==> config.mk <==
export PLATFORM = sky130hd
export DESIGN_NAME = serial_sub6_flat
export DESIGN_NICKNAME = d
export VERILOG_FILES = /design/src/rtl/serial_sub6_pkg.sv /design/src/rtl/serial_sub6_if.sv /design/src/rtl/serial_sub6_fs.sv /design/src/rtl/serial_sub6.sv /design/src/flat_wrapper.sv
export SDC_FILE = /design/constraint.sdc
export NUM_CORES = 1
export LEC_CHECK = 0
export ABC_AREA = 1
export BUFFER_PORTS_ARGS = -buffer_cell sky130_fd_sc_hd__buf_2
export CORE_UTILIZATION = 30
export DETAILED_ROUTE_END_ITERATION = 16
export PLACE_DENSITY_LB_ADDON = 0.1
export SLEW_MARGIN = 20
export SYNTH_ARGS = -nofsm -noshare
export SYNTH_HDL_FRONTEND = slang
export SYNTH_SLANG_ARGS = --single-unit
==> constraint.sdc <==
create_clock -name clk -period 2.8 [get_ports clk]
set_clock_uncertainty 0.1 [all_clocks]
set_input_delay 0.56 -clock clk [delete_from_list [all_inputs] [get_ports clk]]
set_output_delay 0.56 -clock clk [all_outputs]
set_load 0.005 [all_outputs]
==> src/rtl/serial_sub6_pkg.sv <==
// Shared types and constants for the bit-serial subtractor.
package serial_sub_pkg;

  localparam int unsigned DEFAULT_WIDTH = 6;

  typedef enum logic [1:0] {
    IDLE  = 2'd0,
    SHIFT = 2'd1,
    DONE  = 2'd2
  } state_t;

endpackage

==> src/rtl/serial_sub6_if.sv <==
// Request/result bundle for serial_sub6; ovf present only with SERIAL_SUB_OVF_EN.
interface serial_sub6_if #(
  parameter int unsigned WIDTH = serial_sub_pkg::DEFAULT_WIDTH
);

  logic             start;
  logic [WIDTH-1:0] a;
  logic [WIDTH-1:0] b;
  logic             busy;
  logic             done;
  logic [WIDTH:0]   diff;
`ifdef SERIAL_SUB_OVF_EN
  logic             ovf;
`endif

`ifdef SERIAL_SUB_OVF_EN
  modport master (output start, a, b, input busy, done, diff, ovf);
  modport slave  (input start, a, b, output busy, done, diff, ovf);
`else
  modport master (output start, a, b, input busy, done, diff);
  modport slave  (input start, a, b, output busy, done, diff);
`endif

endinterface

==> src/rtl/serial_sub6_fs.sv <==
// One-bit full subtractor used by the serial datapath.
module full_subtractor (
  input  logic a,
  input  logic b,
  input  logic bin,
  output logic d,
  output logic bout
);

  assign d    = a ^ b ^ bin;
  assign bout = (~a & b) | (~(a ^ b) & bin);

endmodule

==> src/rtl/serial_sub6.sv <==
// Bit-serial unsigned subtractor, LSB first, one bit per clock.
// Optional signed-overflow output enabled by macro SERIAL_SUB_OVF_EN.
module serial_sub6
  import serial_sub_pkg::*;
#(
  parameter int unsigned WIDTH = DEFAULT_WIDTH
) (
  input  logic         clk,
  input  logic         rst_n,
  serial_sub6_if.slave bus
);

  localparam int unsigned CW = $clog2(WIDTH);

  state_t r_state;
  state_t w_next;

  logic [WIDTH-1:0] r_a;
  logic [WIDTH-1:0] r_b;
  logic [WIDTH-1:0] r_res;
  logic [WIDTH:0]   r_diff;
  logic [CW-1:0]    r_cnt;
  logic             r_borrow;

  logic             w_d;
  logic             w_bout;
  logic             w_load;
  logic             w_last;
  logic [WIDTH-1:0] w_res_next;

  full_subtractor u_fs (
    .a    (r_a[0]),
    .b    (r_b[0]),
    .bin  (r_borrow),
    .d    (w_d),
    .bout (w_bout)
  );

  assign w_load     = bus.start && (r_state == IDLE || r_state == DONE);
  assign w_last     = (r_cnt == CW'(WIDTH - 1));
  assign w_res_next = WIDTH'({w_d, r_res} >> 1);

  always_ff @(posedge clk or negedge rst_n) begin
    if (!rst_n) r_state <= IDLE;
    else        r_state <= w_next;
  end

  always_comb begin
    w_next = r_state;
    unique case (r_state)
      IDLE:    if (bus.start) w_next = SHIFT;
      SHIFT:   if (w_last)    w_next = DONE;
      DONE:    w_next = bus.start ? SHIFT : IDLE;
      default: w_next = IDLE;
    endcase
  end

  always_comb begin
    bus.busy = (r_state == SHIFT);
    bus.done = (r_state == DONE);
    bus.diff = r_diff;
  end

  always_ff @(posedge clk or negedge rst_n) begin
    if (!rst_n) begin
      r_a      <= '0;
      r_b      <= '0;
      r_res    <= '0;
      r_diff   <= '0;
      r_cnt    <= '0;
      r_borrow <= 1'b0;
    end else if (w_load) begin
      r_a      <= bus.a;
      r_b      <= bus.b;
      r_res    <= '0;
      r_cnt    <= '0;
      r_borrow <= 1'b0;
    end else if (r_state == SHIFT) begin
      r_a      <= r_a >> 1;
      r_b      <= r_b >> 1;
      r_res    <= w_res_next;
      r_cnt    <= r_cnt + CW'(1);
      r_borrow <= w_bout;
      if (w_last) r_diff <= {w_bout, w_res_next};
    end
  end

`ifdef SERIAL_SUB_OVF_EN
  logic r_amsb;
  logic r_bmsb;
  logic r_ovf;

  // On the last bit w_d is the result MSB, so overflow resolves with diff.
  always_ff @(posedge clk or negedge rst_n) begin
    if (!rst_n) begin
      r_amsb <= 1'b0;
      r_bmsb <= 1'b0;
      r_ovf  <= 1'b0;
    end else if (w_load) begin
      r_amsb <= bus.a[WIDTH-1];
      r_bmsb <= bus.b[WIDTH-1];
    end else if (r_state == SHIFT && w_last) begin
      r_ovf  <= (r_amsb != r_bmsb) && (w_d != r_amsb);
    end
  end

  assign bus.ovf = r_ovf;
`endif

endmodule

==> src/flat_wrapper.sv <==
// flat-port wrapper written by rule: the top's interface ports become plain ports
module serial_sub6_flat import serial_sub_pkg::*;
#(
  parameter int unsigned WIDTH = DEFAULT_WIDTH
)
  (clk, rst_n, bus_start, bus_a, bus_b, bus_busy, bus_done, bus_diff);
  serial_sub6_if #(.WIDTH(WIDTH)) bus_i ();
  input  logic clk;
  input  logic rst_n;
  input wire logic [$bits(bus_i.start)-1:0] bus_start;
  input wire logic [$bits(bus_i.a)-1:0] bus_a;
  input wire logic [$bits(bus_i.b)-1:0] bus_b;
  output wire logic [$bits(bus_i.busy)-1:0] bus_busy;
  output wire logic [$bits(bus_i.done)-1:0] bus_done;
  output wire logic [$bits(bus_i.diff)-1:0] bus_diff;
  assign bus_i.start = bus_start;
  assign bus_i.a = bus_a;
  assign bus_i.b = bus_b;
  assign bus_busy = bus_i.busy;
  assign bus_done = bus_i.done;
  assign bus_diff = bus_i.diff;
  serial_sub6 #(.WIDTH(WIDTH)) u_core (.clk(clk), .rst_n(rst_n), .bus(bus_i));
endmodule
# Word-level counts from Yosys, hierarchy flattened

Index checks and enable logic that the tools add are counted.

Logic and storage cells: 41
Memory bits (read-only): 0
Latch bits: 0
Bits of input ports: 15
Memories: 0
Bits in registers: 31
Memory bits (writable): 0

Reductions and logical operators: 6
Equality and inequality tests: 5
Bitwise gates (word level): 8
Div/mod/pow operators: 0
Shift-type cells: 0
$lt $le $gt $ge: 0
Multipliers: 0
Multiplexer cells: 14
Add/sub/neg operators: 1

Operators by type and width:

| kind                  | number |
|---|---|
| $mux W6               | 6 |
| $mux W3               | 2 |
| $pmux W2 S3           | 1 |
| $mux W2               | 2 |
| $add A3 B1 Y3 const B | 1 |
| $eq A3 B3 Y1 const B  | 1 |
| $mux W1               | 3 |
| $not A1 Y1            | 3 |
| $reduce_and A3 Y1     | 1 |
| $and A1 B1 Y1         | 2 |
| $eq A2 B1 Y1 const B  | 1 |
| $eq A2 B2 Y1 const B  | 1 |
| $logic_not A2 Y1      | 1 |
| $ne A2 B1 Y1 const B  | 1 |
| $ne A2 B2 Y1 const B  | 1 |
| $reduce_and A2 Y1     | 1 |
| $reduce_bool A2 Y1    | 1 |
| $xor A1 B1 Y1         | 2 |
| $logic_and A1 B1 Y1   | 1 |
| $logic_or A1 B1 Y1    | 1 |
| $or A1 B1 Y1          | 1 |

# Longest topological paths before layout

Word-level depth: 6
Mapped depth: 7
Depth with buffers taken out: 7

# Modules after synthesis

A second synthesis with hierarchy kept.

Cell total of the unflattened synthesis: 158
Area total of the unflattened synthesis: 1333.8 sq um

Modules (own cells, without submodules):

| module          | area an instance (sq um) | cells an instance | times used | sequential area each (sq um) |
|---|---|---|---|---|
| serial_sub6     | 1302.5                   | 154               | 1          | 750.7 |
| full_subtractor | 31.3                     | 4                 | 1          | 0.0 |

# Worst setup path before layout

OpenSTA, ideal clock, no wires.

Kind: register to output
Start point: register u_core.r_state[0]
End point: output port bus_busy
Data required time: 2.140 ns
Slack: 1.359 ns
Stages on the path, launching flop included: 4
Arrival time: 0.781 ns
Cells stage by stage: dfrtp_1 inv_1 nor2_4 buf_6

Word-level cells in the longest chain between the ends: 1

RTL lines:

| item                   | RTL line           | RTL |
|---|---|---|
| start, declared        | serial_sub6.sv:15  | `state_t r_state;` |
| start signal, assigned | serial_sub6.sv:45  | `else r_state <= w_next;` |
| $eq A2 B1 Y1           | serial_sub6.sv:59  | `bus.busy = (r_state == SHIFT);` |
| end, declared          | flat_wrapper.sv:13 | `output wire logic [$bits(bus_i.busy)-1:0] bus_busy;` |

Every way passes these cells.

# Worst setup path in the final report

Ends and elaborated chain as after synthesis.

==> summary.txt <==
Clocking
  – Clock latency on the worst-skew pair: 0.28 ns
  – Total clock buffers created by CTS: 5
  – Count of instances resized after the clock tree is built: 0
  – Count of clock tree sinks: 30
  – Number of buffers added for setup after CTS: 0
  – Clock tree root driver cell: sky130_fd_sc_hd__clkbuf_8
  – Quantity of hold-fixing buffers added after cts: 0
  – Bufs on Longest Clock Path: 2
  – H-tree level count: 2
  – Clock tree from TritonCTS: built
  – Clock slew seen by the registers of the worst setup and hold paths: ~0.06 ns

Floorplan
  – Rows: 23
  – Die width: 68.9 µm
  – Floorplan Core Area: approximately 0.0041 mm²
  – Initial Utilization: approximately a third
  – Number of placed I/O pins: 24
  – Total die area: approximately 0.0047 mm²
  – Vertical die dimension: approximately 69 µm

Setup path
  – Largest fanout on the critical path: 16
  – Cells along the critical path: inv_1 -> nor2_4 -> buf_2
  – CP max stage delay: roughly 0.45 ns
  – Endpoint class of the critical path: output port
  – Type of the worst setup path: flop to output port
  – CP startpoint kind: flop
  – Critical-path cell with the highest stage delay: sky130_fd_sc_hd__dfrtp_1
  – Data arrival time of the critical path: approximately 1.4 ns
  – Required arrival time at the worst endpoint: ~2.1 ns

Drt
  – Routed wire length on met2: about 1100 µm
  – Final antenna-violating net count: 0
  – Top metal layer carrying routed signals: met4
  – Mean number of vias per cell: roughly 4.5
  – Routed wire length: between 2000 and 3000 µm
  – DRC violation count after routing: 0
  – Length of routed met3 wiring: ~110 µm
  – Met1 layer wirelength in the final routing: 1380 µm
  – Iteration-0 DRC count of the detailed router: 34
  – Total via count in the routed design: about 1000
  – Post-detailed-route wirelength per cell: 11.6 µm
  – Drt pass-1 iters: 4

Layout
  – Net total in the final layout: roughly 200
  – Final non-filler cell area: about 0.0016 mm²
  – Fin util: 37.8%
  – Antenna diodes: 0
  – Number of non-filler instances in the completed layout: 233
  – Area added between synthesis and finish: 16.9%
  – Fraction of final layout cells with drive strength greater than 1: about 17%

Synthesis
  – Main flop type after synthesis: sky130_fd_sc_hd__dfrtp_1
  – Cell Area, Synth: roughly 0.0013 mm²
  – Post-synth top area share: between 50% and 60%
  – Synthesized area divided by synthesized cell count: 8.44 µm²
  – Main area contributors after synthesis: sky130_fd_sc_hd__dfrtp_1, sky130_fd_sc_hd__nand2_1, sky130_fd_sc_hd__nand3_1
  – Fraction of the yosys area taken by sequential cells: between 50% and 60%
  – Number of enable flip-flop cells after synthesis: 0
  – Cell count after synthesis: between 150 and 200
  – Area leader, netlist: sky130_fd_sc_hd__dfrtp_1
  – Library cell with the highest instance count after synthesis: sky130_fd_sc_hd__nand2_1
  – Yosys warning count: 0
  – Synth cell count leaders: sky130_fd_sc_hd__nand2_1, sky130_fd_sc_hd__dfrtp_1, sky130_fd_sc_hd__nand3_1, sky130_fd_sc_hd__inv_1, sky130_fd_sc_hd__o21ai_0
  – Number of synthesized register bits: 30
  – Unique cell type count in the Yosys netlist: 14
  – Post-synthesis async set-or-reset flop share: 100%
  – Net count after synthesis: about 180

Power and ir drop
  – Switching power share of the total: ~39%
  – Share of total power in sequential cells: between 40% and 50%
  – Worst ir drop on vdd: 369 µV
  – Switching component of the power: 0.000674 W
  – Leakage: 0.861 nW
  – Fraction of power consumed by the clock network: between 10% and 20%
  – Combinational share of power: about 38%
  – Int Power: 0.00107 W
  – Cell area power density: roughly 1100 mW/mm²

STA
  – Transition at the pin with the smallest max-transition slack: about 0.8 ns
  – Final TNS setup: 0 ns
  – Share of the clock period used by the worst path after layout: between 70% and 80%
  – Min Tclk post-route: slightly above 2 ns
  – RSZ-0062 raised after global routing: no
  – Final count of negative-setup-slack endpoints: 0
  – Total count of max-transition violations in the final report: 0
  – Hold Fails Final Rpt: 0
  – Achievable clock frequency: around 500 MHz
  – Worst hold-check slack: roughly 0.22 ns
  – Normalized max-slew margin: a little under half

Run status
  – Result of the run: finished clean

Placed design
  – Final Wtd Congestion: approximately 0.71
  – Count of buffers inserted at the top-level ports: 23
  – Final HPWL from detailed placement: 1800 µm
  – Cell area reported after detailed placement: roughly 0.0015 mm²
  – Number of instances in the placed design: 227

Hold path
  – Type of the most critical hold path: input port to asynchronous set/reset pin

GRT
  – Via count of the first global-routing pass: 1043
  – Maximum number of pins on one net before global-route repair: 31
  – First-pass GRT wire length: between 4000 and 5000 µm
  – Total overflow reported by the global router: 0
  – Number of antenna violations at the first check in global routing: 0
  – GR Util All Layers: about 14%

Job
  – Max capacitance violation total: 0
[layout by cell type, fill, tap and decap left out, drive strengths merged, types with 2 or more instances in the layout]
cell,instances
buf,24
clkbuf,6
dfrtp,30
ha,2
inv,14
nand2,66
nand3,28
nor2,5
o21ai,6
[critical path, delay by kind of cell, from the launching register on]
kind | cells | cell delay, ns
AND/OR/NAND/NOR | 1 | 0.32
buffers and inverters | 2 | 0.30
flip-flops | 1 | 0.45
[per-stage QoR]
stage                     worst slack [ns]  total power (W)
final                                0.783          0.00174
after global routing                 0.703          0.00194
after CTS                            0.787          0.00177
after detailed placement             0.983          0.00143
after global placement                1.04          0.00141
after floorplan                       1.36          0.00124
[layout make-up]
class	instances	area, µm²
inverters	14	52.6
fillers	455	2580
repair buffers	24	123
clock buffers	6	82.6
well taps	50	62.6
multi-input cells	109	497
flip-flops and latches	30	751
[state kept, by name, summed over array words and instances, names as in the netlist]
name / flops
u_core.r_b: 6
u_core.r_cnt: 3
u_core.bus.diff: 7
u_core.r_borrow: 1
u_core.r_a: 6
u_core.r_res: 5
u_core.r_state: 2
[kinds of logic after synthesis]
group           count (synthesis)  share of synthesized area [%]
flops                          30                           56.0
simple gates                   99                           31.1
fa+ha+maj                       3                           3.36
compound gates                  7                           2.61
buf+inv                        20                           7.00
[final timing paths]
kind	endpoint	slack [ns]	depth (start not counted)	startpoint
min in group clk	u_core.bus.diff[3]$_DFFE_PN0P_	0.37	2	u_core.bus.diff[3]$_DFFE_PN0P_
min reg2reg	u_core.bus.diff[3]$_DFFE_PN0P_	0.37	2	u_core.bus.diff[3]$_DFFE_PN0P_
min	u_core.r_state[1]$_DFFE_PN0P_	0.22	1	rst_n
max in group asynchronous	u_core.r_b[3]$_DFFE_PN0P_	1.95	1	rst_n
max	bus_busy	0.78	3	u_core.r_state[0]$_DFFE_PN0P_
max reg2reg	u_core.r_res[4]$_DFFE_PN0P_	1.09	4	u_core.r_state[0]$_DFFE_PN0P_
[per-layer routing]
metal / vias to the layer above / GRT usage (%)
met4: 0 / 7.65
li1: 544 / -
met5: - / 0
met3: 5 / 4.11
met1: 477 / 18.5
met2: 23 / 20.8
[power groups by stage]
stage	Clock (W)	Combinational, W	Sequential (W)
6_report	0.000336	0.000659	0.000749
5_1_grt	0.000369	0.000786	0.000781
4_1_cts	0.000351	0.000672	0.000751
3_5_place_dp	0	0.000668	0.000758
3_3_place_gp	0	0.000651	0.000756
2_1_floorplan	0	0.000500	0.000741
Note: power is estimated with default switching activity, not from simulation.
